===== src/rtl/ctrl_pkg.sv =====
// Shared control-path types: opcodes, ALU-op codes and the per-stage control bundles.
package ctrl_pkg;

   localparam int unsigned CTRL_OP_W  = 6;
   localparam int unsigned CTRL_AOP_W = 3;
   localparam int unsigned CTRL_RA_W  = 5;

   localparam logic [CTRL_OP_W-1:0] OP_RTYPE = 6'b000000;
   localparam logic [CTRL_OP_W-1:0] OP_ADDI  = 6'b001000;
   localparam logic [CTRL_OP_W-1:0] OP_SLTI  = 6'b001010;
   localparam logic [CTRL_OP_W-1:0] OP_ANDI  = 6'b001100;
   localparam logic [CTRL_OP_W-1:0] OP_ORI   = 6'b001101;
   localparam logic [CTRL_OP_W-1:0] OP_LW    = 6'b100011;
   localparam logic [CTRL_OP_W-1:0] OP_SW    = 6'b101011;
   localparam logic [CTRL_OP_W-1:0] OP_BEQ   = 6'b000100;

   localparam logic [CTRL_AOP_W-1:0] AOP_LOAD  = 3'b000;
   localparam logic [CTRL_AOP_W-1:0] AOP_BEQ   = 3'b001;
   localparam logic [CTRL_AOP_W-1:0] AOP_RTYPE = 3'b010;
   localparam logic [CTRL_AOP_W-1:0] AOP_ADD   = 3'b011;
   localparam logic [CTRL_AOP_W-1:0] AOP_SLT   = 3'b100;
   localparam logic [CTRL_AOP_W-1:0] AOP_AND   = 3'b101;
   localparam logic [CTRL_AOP_W-1:0] AOP_OR    = 3'b110;
   localparam logic [CTRL_AOP_W-1:0] AOP_STORE = 3'b111;

   typedef struct packed {
      logic                  RegDs;
      logic                  Branch;
      logic                  MRead;
      logic                  MtoR;
      logic [CTRL_AOP_W-1:0] AOp;
      logic                  MWrite;
      logic                  ALUsrc;
      logic                  Urw;
      logic                  illegal;
   } ctrl_bundle_t;

   typedef struct packed {
      logic Branch;
      logic MRead;
      logic MWrite;
      logic MtoR;
      logic Urw;
   } ex_mem_t;

   typedef struct packed {
      logic MtoR;
      logic Urw;
   } mem_wb_t;

   localparam ctrl_bundle_t CTRL_NOP = '0;

   // Argument order matches the decode table columns so rows read straight across.
   function automatic ctrl_bundle_t mk_ctrl(logic regds, logic branch, logic mread, logic mtor,
                                            logic [CTRL_AOP_W-1:0] aop, logic mwrite,
                                            logic alusrc, logic urw);
      ctrl_bundle_t c;
      c = '{RegDs: regds, Branch: branch, MRead: mread, MtoR: mtor, AOp: aop,
            MWrite: mwrite, ALUsrc: alusrc, Urw: urw, illegal: 1'b0};
      return c;
   endfunction

endpackage


===== src/rtl/ctrl_decode.sv =====
// ID-stage opcode decoder: pure combinational opcode -> control bundle.
module ctrl_decode
   import ctrl_pkg::*;
(
   input  logic [CTRL_OP_W-1:0] op_i,
   output ctrl_bundle_t         ctrl_o
);

   always_comb begin
      ctrl_o = CTRL_NOP;
      case (op_i)
         OP_RTYPE: ctrl_o = mk_ctrl(1'b1, 1'b0, 1'b0, 1'b1, AOP_RTYPE, 1'b0, 1'b0, 1'b1);
         OP_ADDI:  ctrl_o = mk_ctrl(1'b0, 1'b0, 1'b0, 1'b1, AOP_ADD,   1'b0, 1'b1, 1'b1);
         OP_SLTI:  ctrl_o = mk_ctrl(1'b0, 1'b0, 1'b0, 1'b1, AOP_SLT,   1'b0, 1'b1, 1'b1);
         OP_ANDI:  ctrl_o = mk_ctrl(1'b0, 1'b0, 1'b0, 1'b1, AOP_AND,   1'b0, 1'b1, 1'b1);
         OP_ORI:   ctrl_o = mk_ctrl(1'b0, 1'b0, 1'b0, 1'b1, AOP_OR,    1'b0, 1'b1, 1'b1);
         OP_LW:    ctrl_o = mk_ctrl(1'b0, 1'b0, 1'b1, 1'b1, AOP_LOAD,  1'b0, 1'b1, 1'b1);
         OP_SW:    ctrl_o = mk_ctrl(1'b0, 1'b0, 1'b0, 1'b0, AOP_STORE, 1'b1, 1'b1, 1'b0);
         OP_BEQ:   ctrl_o = mk_ctrl(1'b0, 1'b1, 1'b0, 1'b0, AOP_BEQ,   1'b0, 1'b0, 1'b0);
         default:  ctrl_o.illegal = 1'b1;
      endcase
   end

endmodule


===== src/rtl/pipe_ctrl_unit.sv =====
// Pipelined control unit: decode in ID, then ID/EX, EX/MEM, MEM/WB control registers with
// load-use stall/bubble, branch flush and a sticky illegal-opcode flag.
module pipe_ctrl_unit
   import ctrl_pkg::*;
#(
   parameter int unsigned OP_W      = CTRL_OP_W,
   parameter int unsigned AOP_W     = CTRL_AOP_W,
   parameter int unsigned RA_W      = CTRL_RA_W,
   parameter bit          HAZARD_EN = 1'b1
) (
   input  logic             clk,
   input  logic             rst,
   input  logic [OP_W-1:0]  id_op,
   input  logic [RA_W-1:0]  id_rs,
   input  logic [RA_W-1:0]  id_rt,
   input  logic [RA_W-1:0]  ex_rt,
   input  logic             flush,
   output logic             ex_RegDs,
   output logic [AOP_W-1:0] ex_AOp,
   output logic             ex_ALUsrc,
   output logic             mem_Branch,
   output logic             mem_MRead,
   output logic             mem_MWrite,
   output logic             wb_MtoR,
   output logic             wb_Urw,
   output logic             stall_o,
   output logic             illegal_o
);

   ctrl_bundle_t dec;
   ctrl_bundle_t idex_q, idex_d;
   ex_mem_t      exmem_q, exmem_d;
   mem_wb_t      memwb_q, memwb_d;
   logic         illegal_q;
   logic         stall;

   ctrl_decode u_dec (
      .op_i   (id_op),
      .ctrl_o (dec)
   );

   // Flush wins over stall: the load in EX is about to be killed anyway.
   generate
      if (HAZARD_EN) begin : g_hazard
         assign stall = ~flush & idex_q.MRead & (ex_rt != '0) &
                        ((ex_rt == id_rs) | (ex_rt == id_rt));
      end else begin : g_no_hazard
         assign stall = 1'b0;
      end
   endgenerate

   always_comb begin
      idex_d = dec;
      if (flush || stall) idex_d = CTRL_NOP;
      exmem_d = '{Branch: idex_q.Branch, MRead: idex_q.MRead, MWrite: idex_q.MWrite,
                  MtoR: idex_q.MtoR, Urw: idex_q.Urw};
      if (flush) exmem_d = '0;
      memwb_d = '{MtoR: exmem_q.MtoR, Urw: exmem_q.Urw};
   end

   always_ff @(posedge clk or posedge rst) begin
      if (rst) begin
         idex_q    <= CTRL_NOP;
         exmem_q   <= '0;
         memwb_q   <= '0;
         illegal_q <= 1'b0;
      end else begin
         idex_q    <= idex_d;
         exmem_q   <= exmem_d;
         memwb_q   <= memwb_d;
         illegal_q <= illegal_q | idex_q.illegal;
      end
   end

   assign ex_RegDs   = idex_q.RegDs;
   assign ex_AOp     = idex_q.AOp;
   assign ex_ALUsrc  = idex_q.ALUsrc;
   assign mem_Branch = exmem_q.Branch;
   assign mem_MRead  = exmem_q.MRead;
   assign mem_MWrite = exmem_q.MWrite;
   assign wb_MtoR    = memwb_q.MtoR;
   assign wb_Urw     = memwb_q.Urw;
   assign stall_o    = stall;
   // Flag rises as soon as the illegal bundle sits in ID/EX, then holds via illegal_q.
   assign illegal_o  = illegal_q | idex_q.illegal;

endmodule


===== config.mk =====
export PLATFORM = sky130hd
export DESIGN_NAME = pipe_ctrl_unit
export DESIGN_NICKNAME = d
export VERILOG_FILES = /design/src/rtl/ctrl_pkg.sv /design/src/rtl/ctrl_decode.sv /design/src/rtl/pipe_ctrl_unit.sv
export SDC_FILE = /design/constraint.sdc
export NUM_CORES = 1
export LEC_CHECK = 0
export ABC_CLOCK_PERIOD_IN_PS = 4000
export CAP_MARGIN = 20
export CORE_MARGIN = 2
export CORE_UTILIZATION = 46
export CTS_CLUSTER_DIAMETER = 200
export CTS_CLUSTER_SIZE = 24
export DETAILED_ROUTE_END_ITERATION = 6
export MAX_ROUTING_LAYER = met4
export PLACE_DENSITY = 0.83
export RECOVER_POWER = 50
export SYNTH_ARGS = -nofsm -noshare
export SYNTH_HDL_FRONTEND = slang
export SYNTH_SLANG_ARGS = --single-unit

===== constraint.sdc =====
create_clock -name clk -period 4 [get_ports clk]
set_clock_uncertainty 0.15 [all_clocks]
set_input_delay 0.8 -clock clk [delete_from_list [all_inputs] [get_ports clk]]
set_output_delay 0.8 -clock clk [all_outputs]
set_load 0.01 [all_outputs]

==> reports/metrics.cfg <==
[run_status]
status=completed

[clocking]
clockRootBuffer=clkbuf_4
hold_buffers=0
clockBufferDepth=2
cts_inserted_buffers=3
clk_latency_ns=0.27
cts-resized-gates=0
cts_num_sinks=16
h-tree-depth=1
cts.clk_slew.worst_paths_ns=0.08
cts_setup_buffers=0
cts_tree=yes

[yosys]
ys_seq_area_share_pct=42.55
synth_cell_types=32
synth_edf_count=0
syn_inst=95
yosysMostFrequentCell=dfrtp_1
yosysTopAreaCell=dfrtp_1
synth_simple_gate_area_share_pct=19.02
ys.flop_type=dfrtp_1
async_reset_ff_share_pct=100.0
synth_top_area_share_pct=42.55
ys_ff_latch=16
syn_avg_cell_area_sq_um=9.904
syn_area_sq_um=940.9
synth.area.mux_share_pct=0
syn-num-nets=119
ys_top_cells_by_area=dfrtp_1 43%, xnor2_1 9.3%, a2111oi_4 5.9%, a211oi_1 4.0%, buf_4 3.2%
synth_fa_ha_area_share_pct=0
yosys-top-cells-count=16 x dfrtp_1, 10 x xnor2_1, 6 x nand2_1
synth-compound-area-share_pct=20.08
ys.warnings.count=0
synth_top_family_by_area=compound AO/OA/AOI/OAI gates
synth_xor_area_share_pct=10.24

[grt]
grt_pass1_vias=726
grtUsageMet3_pct=1.534
grt-busiest-layer=met2
grt.total_usage_pct=16.85
grt_pass1_wl_um=3091
grtUsageMet1_pct=19.44
globalRouteOverflowTotal=0
grt_max_degree=17
use_met2_pct=29.05
antenna_found_initial=0

[die]
die_w_um=49.23
io-pin-count=36
dieArea_sq_um=2423
coreArea_sq_um=1942
start_util_pct=48.45
num_rows=16
die_y_um=49.23

[power_and_ir_drop]
p_leak_nw=0.4931
worst_ir_drop_vdd_mv=0.1246
fin_total_pwr_mw=0.3116
p_per_area_nw_per_um2=240.1

[timing]
max_freq_mhz=275.5
max-slew-margin-rel_pct=53.81
tns_ns=0
drv_slew=0
setup_viol=0
finalCriticalPeriod_ns=3.630
tightest_slew_ns=0.6928
whs_ns=0.2075
rsz0062_at_grt=false
finalHoldViolations=0
fin_crit_sh_pct=90.75

[critical_path]
cp.required_ns=3.05
reg2regPathDepth=4
path_buf_inv=2
reg2reg_slack_ns=2.53
cp.arrival_ns=2.68
critPathCaptureType=output port
cpMaxStageDelayCell=or4_1
r2r_start=idex_q[8]
worstSetupPathType=in2out
slowest_delay_ns=0.55
startpoint_type=primary input
cp_top_family=buffers and inverters
cp_max_fo=3
rr_endpoint=ex_ALUsrc
worstPathCellList=clkdlybuf4s50_1 -> or4_1 -> o21a_1 -> and2_2 -> clkdlybuf4s50_1
crit_top_cell=clkdlybuf4s50_1

[final_layout]
syn_to_final_growth_pct=37.90
diodes=0
layout-drive-gt1-share_pct=8.065
fin_nets=150

[placement]
dpl.hpwl_um=1520
globalplace.congestion=0.7990
io_buffers=35

[route]
drt-vias-per-instance=5.219
wl_um=1808
drt_first_iter_violations=6
vias=788
drc=0
drt_pass1_iterations=4
routedWlPerCell_um=11.97
detail-route-antenna-nets=0

[worst_hold_path]
worstHoldPathCells=0
whs_endpoint=wb_MtoR
hold_class=reg2reg
hp-start=exmem_q[1]

[run]
max_cap_viol_count=0

==> registers in the layout, summed over array words and instances (netlist names) <==
register / count
ex_AOp: 3
ex_RegDs: 1
wb_MtoR: 1
mem_MRead: 1
mem_MWrite: 1
mem_Branch: 1
exmem_q: 1
ex_ALUsrc: 1
illegal_q: 1
idex_q: 5
==> worst reg2reg max path: stages (launching register included) <==
cell and delay [ns]:
dfrtp_1 0.37, nor2b_1 0.14, o21a_1 0.11, buf_4 0.18, a2111oi_1 0.41
==> layout by cell type (no fill, tap or decap), drive strengths merged, types with 2 or more instances in the layout <==
cell type	count
nor2	3
buf	2
nand2b	4
nand4b	2
nand2	6
xnor2	10
clkbuf	4
a211oi	5
nand3	4
or2	2
clkdlybuf4s50	33
a2111oi	3
nor2b	4
inv	2
a31oi	2
dlygate4sd3	2
dfrtp	16
o22ai	3
nor3	2
a21oi	5
==> where the power goes <==
part           internal, mW  total (mW)  switching [mW]
Sequential            0.164       0.165        0.000569
Combinational        0.0378      0.0702          0.0324
Clock                0.0348      0.0769          0.0420
==> metrics by stage <==
stage               utilization (%)  area, sq um  std cells  setup WS [ns]
finish                        66.82         1297        151         0.3699
global route                  66.82         1297        151         0.3180
CTS                           67.01         1301        151         0.3642
detailed placement            65.85         1279        148         0.3669
global placement              65.85         1279        148         0.3930
floorplan                         -        940.9         95          1.208
==> worst max-delay path by stage <==
stage | startpoint | end | cells after the start
final | ex_rt[1] | stall_o | 5
after global routing | ex_rt[1] | stall_o | 5
after CTS | ex_rt[1] | stall_o | 5
after detailed placement | ex_rt[1] | stall_o | 5
after global placement | ex_rt[1] | stall_o | 5
after floorplan | ex_rt[1] | stall_o | 4
==> area by class of cell <==
class / instances / area, sq um
inverters: 2 / 7.507
clock buffers: 3 / 22.52
multi-input cells: 65 / 464.2
repair buffers: 38 / 369.1
flip-flops and latches: 16 / 400.4
fillers: 167 / 644.4
well taps: 27 / 33.78
==> kinds of logic (layout without fill, tap and decap cells) <==
| family | Yosys count | after routing |
|---|---|---|
| AOI/OAI and AO/OA | 22 | 22 |
| and+or+nand+nor | 32 | 32 |
| buffers and inverters | 14 | 43 |
| DFF | 16 | 16 |
| xor gates and xnor gates | 11 | 11 |
==> layer usage <==
metal / vias to the layer above / routed length [um]
met4: 0 / 7
li1: 394 / -
met2: 27 / 967
met3: 2 / 71
met5: - / 0
met1: 365 / 761
Note: power is estimated with default switching activity, not from simulation.
